<file path="config.mk">
export PLATFORM = sky130hd
export DESIGN_NAME = fp_div_arbiter
export DESIGN_NICKNAME = d
export VERILOG_FILES = /design/src/rtl/fp_pkg.sv /design/src/rtl/fp_tag_fifo.sv /design/src/rtl/fp_div_arbiter.sv
export SDC_FILE = /design/constraint.sdc
export NUM_CORES = 1
export LEC_CHECK = 0
export ABC_AREA = 1
export CAP_MARGIN = 15
export CORE_AREA = 2 2 165 167
export CTS_CLUSTER_SIZE = 28
export DETAILED_ROUTE_END_ITERATION = 8
export DIE_AREA = 0 0 167 169
export GPL_ROUTABILITY_DRIVEN = 1
export PLACE_DENSITY = 0.49
export SYNTH_ARGS = -nofsm -noshare
export SYNTH_HDL_FRONTEND = slang
export SYNTH_HIERARCHICAL = 1
export SYNTH_SLANG_ARGS = --single-unit
</file>
<file path="constraint.sdc">
create_clock -name clk -period 2.5 [get_ports clk]
set_clock_uncertainty 0.2 [all_clocks]
set_input_delay 0.5 -clock clk [delete_from_list [all_inputs] [get_ports clk]]
set_output_delay 0.5 -clock clk [all_outputs]
set_load 0.005 [all_outputs]
</file>
<file path="src/rtl/fp_pkg.sv">
// Shared floating-point constants for the divider front-end.
package fp_pkg;
  localparam int FP_W    = 32;
  localparam int FLAGS_W = 5;

  // Exception flag bit positions within the flags bus
  localparam int FLAG_NV = 4;
  localparam int FLAG_DZ = 3;
  localparam int FLAG_OF = 2;
  localparam int FLAG_UF = 1;
  localparam int FLAG_NX = 0;
endpackage

</file>
<file path="src/rtl/fp_tag_fifo.sv">
// Tag FIFO holding the requester ID of each operation issued to the divider.
// DEPTH must be a power of two and at least 2 so the pointers wrap naturally.
module fp_tag_fifo #(
  parameter int WIDTH = 2,
  parameter int DEPTH = 4
) (
  input  logic                   clk,
  input  logic                   rst_n,
  input  logic                   push,
  input  logic [WIDTH-1:0]       push_id,
  input  logic                   pop,
  output logic [WIDTH-1:0]       head,
  output logic                   full,
  output logic                   empty,
  output logic [$clog2(DEPTH):0] count
);
  localparam int AW = $clog2(DEPTH);

  logic [WIDTH-1:0] r_mem [DEPTH];
  logic [AW-1:0]    r_wr_ptr;
  logic [AW-1:0]    r_rd_ptr;
  logic [AW:0]      r_count;
  logic             w_push;
  logic             w_pop;

  assign w_push = push && !full;
  assign w_pop  = pop && !empty;
  assign full   = (r_count == (AW+1)'(DEPTH));
  assign empty  = (r_count == '0);
  assign head   = r_mem[r_rd_ptr];
  assign count  = r_count;

  // Storage write; contents need no reset since occupancy gates every read
  always_ff @(posedge clk) begin
    if (w_push) r_mem[r_wr_ptr] <= push_id;
  end

  // Pointer and occupancy tracking; the extra count bit separates full from empty
  always_ff @(posedge clk or negedge rst_n) begin
    if (!rst_n) begin
      r_wr_ptr <= '0;
      r_rd_ptr <= '0;
      r_count  <= '0;
    end else begin
      if (w_push) r_wr_ptr <= r_wr_ptr + AW'(1);
      if (w_pop)  r_rd_ptr <= r_rd_ptr + AW'(1);
      case ({w_push, w_pop})
        2'b10:   r_count <= r_count + (AW+1)'(1);
        2'b01:   r_count <= r_count - (AW+1)'(1);
        default: r_count <= r_count;
      endcase
    end
  end
endmodule

</file>
<file path="src/rtl/fp_div_arbiter.sv">
// Round-robin arbiter sharing one divider among NUM_REQ requesters; a tag FIFO
// routes each in-order result back to the requester that issued it.
module fp_div_arbiter
  import fp_pkg::*;
#(
  parameter int NUM_REQ      = 4,
  parameter int MAX_INFLIGHT = 4
) (
  input  logic                          clk,
  input  logic                          rst_n,
  input  logic [NUM_REQ-1:0]            req_valid,
  output logic [NUM_REQ-1:0]            req_ready,
  input  logic [NUM_REQ*FP_W-1:0]       req_op_a,
  input  logic [NUM_REQ*FP_W-1:0]       req_op_b,
  input  logic [NUM_REQ-1:0]            req_mode_fp,
  input  logic [NUM_REQ-1:0]            req_round_mode,
  output logic [NUM_REQ-1:0]            resp_valid,
  input  logic [NUM_REQ-1:0]            resp_ready,
  output logic [FP_W-1:0]               resp_result,
  output logic [FLAGS_W-1:0]            resp_flags,
  output logic                          unit_start,
  input  logic                          unit_ready_out,
  output logic [FP_W-1:0]               unit_op_a,
  output logic [FP_W-1:0]               unit_op_b,
  output logic                          unit_mode_fp,
  output logic                          unit_round_mode,
  input  logic                          unit_valid_out,
  output logic                          unit_ready_in,
  input  logic [FP_W-1:0]               unit_result,
  input  logic [FLAGS_W-1:0]            unit_flags,
  output logic [$clog2(MAX_INFLIGHT):0] inflight,
  output logic                          orphan_err
);
  localparam int ID_W = $clog2(NUM_REQ);

  logic [ID_W-1:0] r_rr_ptr;
  logic            r_orphan_err;
  logic [ID_W-1:0] w_gnt_id;
  logic [ID_W-1:0] w_head_id;
  logic            w_any_req;
  logic            w_full;
  logic            w_empty;
  logic            w_issue_ok;
  logic            w_accept;
  logic            w_pop;

  assign w_any_req  = |req_valid;
  // Outputs that launch or consume transfers are held low while in reset
  assign w_issue_ok = rst_n && w_any_req && !w_full;
  assign w_accept   = w_issue_ok && unit_ready_out;
  assign unit_start = w_issue_ok;
  assign orphan_err = r_orphan_err;

  assign resp_result = unit_result;
  assign resp_flags  = unit_flags;

  // Round-robin search for the first valid requester at or after the pointer
  always_comb begin : rr_search
    logic [ID_W:0] cand;
    logic          found;
    w_gnt_id = '0;
    found    = 1'b0;
    cand     = '0;
    for (int k = 0; k < NUM_REQ; k++) begin
      cand = {1'b0, r_rr_ptr} + (ID_W+1)'(k);
      if (cand >= (ID_W+1)'(NUM_REQ)) cand = cand - (ID_W+1)'(NUM_REQ);
      if (!found && req_valid[cand[ID_W-1:0]]) begin
        found    = 1'b1;
        w_gnt_id = cand[ID_W-1:0];
      end
    end
  end

  // Steer the granted requester onto the divider issue port
  always_comb begin
    req_ready       = '0;
    unit_op_a       = '0;
    unit_op_b       = '0;
    unit_mode_fp    = 1'b0;
    unit_round_mode = 1'b0;
    if (w_accept) req_ready[w_gnt_id] = 1'b1;
    if (w_any_req) begin
      unit_op_a       = req_op_a[int'(w_gnt_id)*FP_W +: FP_W];
      unit_op_b       = req_op_b[int'(w_gnt_id)*FP_W +: FP_W];
      unit_mode_fp    = req_mode_fp[w_gnt_id];
      unit_round_mode = req_round_mode[w_gnt_id];
    end
  end

  // Route the divider result to the FIFO head owner; drain strays when empty
  always_comb begin
    resp_valid    = '0;
    unit_ready_in = 1'b0;
    w_pop         = 1'b0;
    if (rst_n) begin
      if (!w_empty) begin
        resp_valid[w_head_id] = unit_valid_out;
        unit_ready_in         = resp_ready[w_head_id];
        w_pop                 = unit_valid_out && resp_ready[w_head_id];
      end else begin
        unit_ready_in = unit_valid_out;
      end
    end
  end

  // Pointer moves just past the winner on every accepted issue
  always_ff @(posedge clk or negedge rst_n) begin
    if (!rst_n) begin
      r_rr_ptr <= '0;
    end else if (w_accept) begin
      r_rr_ptr <= (w_gnt_id == ID_W'(NUM_REQ-1)) ? '0 : w_gnt_id + ID_W'(1);
    end
  end

  // Sticky flag for a divider result that no outstanding tag can claim
  always_ff @(posedge clk or negedge rst_n) begin
    if (!rst_n) begin
      r_orphan_err <= 1'b0;
    end else if (unit_valid_out && w_empty) begin
      r_orphan_err <= 1'b1;
    end
  end

  fp_tag_fifo #(
    .WIDTH (ID_W),
    .DEPTH (MAX_INFLIGHT)
  ) u_tag_fifo (
    .clk     (clk),
    .rst_n   (rst_n),
    .push    (w_accept),
    .push_id (w_gnt_id),
    .pop     (w_pop),
    .head    (w_head_id),
    .full    (w_full),
    .empty   (w_empty),
    .count   (inflight)
  );
endmodule

</file>
* Yosys cells after proc, flatten, opt, wreduce, memory -nomap -nowiden *
Memory sizes are Yosys's and may differ from the RTL's.
Index checks and enable logic that the tools add are counted.

word-level totals
  bits of input ports = 313
  memory bits (writable) = 8
  logic and storage cells = 101
  memories kept = 1
  bits in registers = 10
  output and inout bits = 117

memory list
  name              words  width  rd ports  clocked after Yosys merged registers in  wr ports  RTL line           text
  u_tag_fifo.r_mem  4      2      1         0                                        1         fp_tag_fifo.sv:19  logic [WIDTH-1:0] r_mem [DEPTH];

operators by class
  mux-type cells = 44
  shift operators = 2
  add/sub/neg operators = 12
  bitwise operators = 1
  equality and inequality tests = 4
  reductions and logical operators = 20
  order comparisons = 12

operators with widths
  cell                                                               number
  variable part select 128 x 8 -> 32 bit                             2
  2-to-1 mux 32 bit                                                  2
  2-to-1 mux 1 bit                                                   20
  less-than comparator 2 x 3 -> 1 bit, second input constant         6
  2-to-1 mux 2 bit                                                   9
  binary-select mux 1 bit (select 2 bit)                             7
  logical AND 1 bit                                                  12
  2-to-1 mux 4 bit                                                   3
  greater-or-equal comparator 3 bit, second input constant           3
  subtractor 2 x 1 -> 2 bit, second input constant                   4
  adder 2 x 1 -> 2 bit, second input constant                        3
  adder 2 x 2 -> 3 bit, second input constant                        2
  case mux 3 bit (2 select lines)                                    1
  zero test 1 bit                                                    5
  AND 4 bit                                                          1
  demux 1 bit (select 2 bit)                                         2
  == test 2 bit, second input constant                               2
  greater-or-equal comparator 2 x 1 -> 1 bit, second input constant  2
  OR reduction 4 bit                                                 1
  adder 2 x 1 -> 3 bit, second input constant                        1
  adder 3 x 1 -> 3 bit, second input constant                        1
  == test 3 bit, second input constant                               1
  greater-or-equal comparator 2 x 3 -> 1 bit, second input constant  1
  zero test 3 bit                                                    1
  other kinds (3)                                                    3

* Depth between registers and ports, before layout *
  depth in word-level cells = 19
  mapped depth = 19

* Modules after synthesis *
Netlist, hierarchy kept.

modules (own cells, without submodules)
  module          instances  sequential area each (sq um)  cells an instance  area each (sq um)
  fp_div_arbiter  1          75.1                          860                3,935.0
  fp_tag_fifo     1          415.4                         84                 794.5

* Worst setup path after synthesis *
Ideal clock, no wire load.

  kind = reg-to-reg
  start = reg u_tag_fifo.r_rd_ptr[0]
  end = reg u_tag_fifo.r_count[2] (netlist: u_tag_fifo/count[2])
  clock period less this slack = 2.577 ns
  setup slack = -0.077 ns
  cell stages (with the launch flop) = 18
  required time = 2.183 ns
  data arrival time = 2.260 ns
  cell sequence = dfrtp_1 inv_2 nand2_1 o211ai_1 nand2_1 mux2i_1 o211ai_1 nand3_1 nor2_1 nand2_2 inv_1 ha_1 inv_1 fa_1 nand2_1 nand3_1 nand2_1 nand2_1

on the way
  word-level cells in the longest chain between the ends = 9

RTL lines
  what                                                                          RTL line              text
  start, declared                                                               fp_tag_fifo.sv:21     logic [AW-1:0] r_rd_ptr;
  start signal, assigned                                                        fp_tag_fifo.sv:46     if (w_pop) r_rd_ptr <= r_rd_ptr + AW'(1);
  memory read (4 x 2 bit) (*)                                                   --
  via w_head_id[0]                                                              fp_div_arbiter.sv:39  logic [ID_W-1:0] w_head_id;
  binary-select mux 1 bit (select 2 bit) (*)                                    fp_div_arbiter.sv:99  w_pop = unit_valid_out && resp_ready[w_head_id];
  2-to-1 mux 1 bit (implied by the code) (*)                                    fp_div_arbiter.sv:99
  logical AND 1 bit (*)                                                         fp_div_arbiter.sv:99
  2-to-1 mux 1 bit (*)                                                          fp_div_arbiter.sv:96  if (!w_empty) begin
  2-to-1 mux 1 bit (*)                                                          fp_div_arbiter.sv:95  if (rst_n) begin
  via w_pop                                                                     fp_div_arbiter.sv:45  logic w_pop;
  logical AND 1 bit (*)                                                         fp_tag_fifo.sv:27     assign w_pop = pop && !empty;
  via u_tag_fifo.w_pop                                                          fp_tag_fifo.sv:24     logic w_pop;
  == test 2 x 1 -> 1 bit / == test 2 bit (equally long branches)                fp_tag_fifo.sv:47     case ({w_push, w_pop})
  case mux 3 bit (2 select lines) / nonzero test 2 bit (equally long branches)  --
  end signal, assigned                                                          fp_tag_fifo.sv:48     2'b10: r_count <= r_count + (AW+1)'(1);
  end signal, assigned                                                          fp_tag_fifo.sv:49     2'b01: r_count <= r_count - (AW+1)'(1);
  end signal, assigned                                                          fp_tag_fifo.sv:50     default: r_count <= r_count;
  end, declared                                                                 fp_tag_fifo.sv:22     logic [AW:0] r_count;

The timed path passes the listed nets; every way through them passes the cells marked *. The select of a mux whose other input is x is not followed.
A chain may end at the register's enable or synchronous reset.

* Worst setup path after layout *
  start = reg r_rr_ptr[0]
  end = out unit_op_b[30]

on the way
  word-level cells in the longest chain between the ends = 16

RTL lines
  what                                                           RTL line               text
  start, declared                                                fp_div_arbiter.sv:36   logic [ID_W-1:0] r_rr_ptr;
  start signal, assigned                                         fp_div_arbiter.sv:111  r_rr_ptr <= (w_gnt_id == ID_W'(NUM_REQ-1)) ? '0 : w_gnt_id + ID_W'(1);
  branches (longest 13 deep; another with adder 2 x 1 -> 3 bit)  --
  2-to-1 mux 2 bit (*)                                           fp_div_arbiter.sv:67   if (!found && req_valid[cand[ID_W-1:0]]) begin
  variable part select 128 x 8 -> 32 bit (*)                     fp_div_arbiter.sv:84   unit_op_b = req_op_b[int'(w_gnt_id)*FP_W +: FP_W];
  2-to-1 mux 32 bit (*)                                          fp_div_arbiter.sv:82   if (w_any_req) begin
  end, declared                                                  fp_div_arbiter.sv:24   output logic [FP_W-1:0] unit_op_b,

Every way passes the cells marked *. The select of a mux whose other input is x is not followed.

==> qor.txt <==
Status: finished, violations left
Violated checks: negative setup slack
Vias in the first global route: 6,977
Worst setup EP type: output pin
Total wire length: 28,200 um
DP Worst Slack: -1.36 ns
Power density over the cells: 1840 nW/um2
Setup WS post-layout: -0.701 ns
Crit path buf inv count: 6
First-pass GRT wire length: 38,600 um
DRT Pass-1 Iters: 4
Endpoints failing hold: 0
Yosys cell types: 29
Startpoint Class: flop
GPL Wtd Cong: 0.868
Syn avg cell area: 5.01 um2
Placed cell areas: 9030 um2
Synth Register Bits: 18
Slowest cell delay on critical path: 0.45 ns
Final Instance Area: 10,600 um2
Mapped cell area: 4730 um2
Peak VDD IR: 720 uV
Clock transition at the registers of the reported paths: 0.05 ns
# hold bufs at CTS: 0
Gr usage total: 0.169
RSZ-0062 raised after global routing: yes
Die H: 169 um
Clock latency on the worst-skew pair: 0.25 ns
Die Width: 167 um
CP delay by family, top: buffers and inverters
Clock Sinks: 18
Antenna-violating nets left: 0
Vias/cell: 4.41
Sw Share: 0.480
Synthesized instance count: 944
Clock share of power: 0.017
Most frequent CP cell: nand2_2
Drc violations: 0
Multi-input logic area: 3690 um2
Fillers: 2,813
Port buffer count: 355
Drt first-iter violations: 360
Reg area: 492 um2
Worst-margin pin slew: 0.344 ns
# diodes: 0
Via Count: 7,509
Slew margin rel.: 0.771
Final-report setup violation count: 73
TritonCTS clock tree: done
CTS max path bufs: 2
Max-Cap Viols: 0
Switching power: 9.37 mW
CP cell instances: clkinvlp_4 > buf_6 > nand2_2 > nand2_2 > nand2_2 > nand2_2 > nor2_4 > nand2_4 > nand2_8 > buf_12 > nand2_8 > buf_16 > buf_4 > nand2_1 > nand3_2 > a21oi_2 > buf_2
Core area: 26,500 um2
GRT overflow: 0
Net Count, Synth: 1,264
Slowest stage cell, crit path: dfrtp_2
Tcrit/Tclk final: 1.28
Post-Place Cells: 1,631
Combinational Power Share: 0.956
Critical path type: reg -> out
Clk root buf: clkbuf_16
Reg power frac: 0.027
I/O Pins: 430
Largest net degree at the start of global routing: 45
Sequential cell area fraction in the yosys report: 0.104
Final Non-Filler Cells: 1,704
Wire length per cell: 16.5 um
Min Tclk post-route: 3.20 ns
Synth-to-layout area growth: 124%
Layout cells sized above 1: 0.301
CP max FO: 6
CP Data Required Time: 1.80 ns
HP Class: reg -> reg
Cell-internal power: 10.2 mW
DP Wirelength: 19,100 um
Site Rows: 60
Die area: 28,200 um2
Critical path arrival: 2.50 ns
Fmax: 0.312 GHz
Synth warnings: 6
Leak: 5.46 nW
Starting Density: 0.178
Finished Core Util: 0.401
Setup tns final: -45.01 ns
Layout Nets: 1,684
Total CTS buffers: 3
Slew Limit Fails: 0
Initial antenna violation count: 0
CTS H-tree lvls: 1
## state kept, by name, summed over array words and instances, names as in the netlist
name and cells:
u_tag_fifo/r_mem 8, u_tag_fifo/count 3, r_rr_ptr 2, u_tag_fifo/r_rd_ptr 2, u_tag_fifo/r_wr_ptr 2, orphan_err 1
## cell usage after synthesis
master	number	area, um2
xnor2_1	1	8.76
edfxtp_1	8	240
dfrtp_1	10	250
nand3_1	214	1070
a31oi_1	1	6.26
nor2_1	12	45.0
buf_6	5	56.3
clkbuf_1	13	48.8
nor3_1	5	25.0
nand2_4	2	22.5
ha_1	6	75.1
buf_1	8	30.0
inv_2	7	26.3
o22ai_1	1	6.26
buf_4	44	330
nand2_2	3	18.8
inv_1	163	612
nand3_2	2	20.0
o211ai_1	5	37.5
buf_2	31	155
nor4_1	1	6.26
nand3_4	1	17.5
mux2i_1	1	10.0
nand2_1	327	1230
fa_1	1	20.0
a21oi_1	67	335
nand4_1	1	6.26
nor2_2	1	6.26
o21ai_0	3	15.0
## stage by stage
stage,power (mW),hold slack (ns)
2_1_floorplan,7.35,0.00441
3_3_place_gp,14.6,0.245
3_5_place_dp,14.5,0.258
4_1_cts,16.6,0.272
5_1_grt,21.1,0.310
6_report,19.5,0.269
## cell usage in the layout, fill, tap and decap left out, types with 4 or more instances in the layout
cell	netlist	final
clkdlybuf4s50_1	0	275
nand2_1	327	270
nand3_1	214	171
inv_1	163	158
buf_4	44	77
buf_2	31	67
nand2_2	3	51
nand3_2	2	42
a21oi_2	0	37
a21oi_1	67	29
buf_6	5	27
buf_12	0	24
clkbuf_16	0	18
inv_2	7	10
nand2_4	2	9
dfrtp_1	10	9
buf_8	0	8
edfxtp_1	8	8
nor2_1	12	7
buf_16	0	6
dlymetal6s2s_1	0	6
o211ai_1	5	5
nand3_4	1	4
nor3_2	0	4
clkbuf_2	0	4
ha_1	6	4
## worst reg2reg max path: stages (launching register included)
cell and delay [ns]:
dfrtp_1 0.39, inv_2 0.11, nand2_1 0.06, o211ai_1 0.09, nand2_2 0.15, mux2i_1 0.15
o211ai_1 0.19, nand3_1 0.14, nor2_2 0.14, nand2_2 0.08, inv_2 0.06, ha_4 0.12
inv_2 0.04, fa_2 0.33, nand2_1 0.08, nand3_1 0.08, nand2_1 0.06, nand2_1 0.04
## power groups by stage
| stage | Sequential, mW | Combinational, mW | Clock (mW) |
|---|---|---|---|
| after global placement | 0.529 | 14.1 | 0 |
| after CTS | 0.527 | 15.7 | 0.333 |
| after floorplan | 0.524 | 6.82 | 0 |
| after global routing | 0.548 | 20.2 | 0.353 |
| after detailed placement | 0.528 | 14.0 | 0 |
| final | 0.534 | 18.7 | 0.330 |
## area by class of cell
| class | count | area share |
|---|---|---|
| timing repair buffer | 514 | 0.497 |
| multi-input combinational | 656 | 0.348 |
| inverter | 170 | 0.0606 |
| sequential | 18 | 0.0463 |
| tap | 341 | 0.0402 |
| clock buffer | 3 | 0.00707 |
| timing repair inverter | 1 | 0.000707 |
| clock inverter | 1 | 0.000354 |
## repair_timing
action                     CTS  global route
gates resized for setup    323           209
buffers inserted            26            23
pin swaps                   36            78
gates cloned                 9            18
setup endpoints to repair   88            88
## path summary, 6_finish.rpt
path / from / to / slack (ns) / cells after the start
min reg2reg: orphan_err / orphan_err / 0.27 / 2
min in group asynchronous: rst_n / orphan_err / 0.50 / 3
max reg2reg: u_tag_fifo/r_rd_ptr[0] / u_tag_fifo/count[2] / -0.11 / 17
max: r_rr_ptr[0] / unit_op_b[30] / -0.70 / 17
min: orphan_err / orphan_err / 0.27 / 2
max in group asynchronous: rst_n / r_rr_ptr[0] / 1.44 / 3
## metal layers
layer  track usage  share of wire  wire, um
met3        0.0323          0.066      1860
met2         0.307           0.51     14300
met5             0              0         0
met4        0.0172         0.0096       271
met1         0.214           0.42     11800
## kinds of logic after synthesis
family                   synth area share
multiplexers                      0.00212
AND/OR/NAND/NOR                     0.521
adder cells (fa/ha/maj)            0.0201
buffers and inverters               0.266
XOR/XNOR                          0.00185
flip-flops                          0.104
AO/OA/AOI/OAI                      0.0847
(Power assumes the default switching activity.)
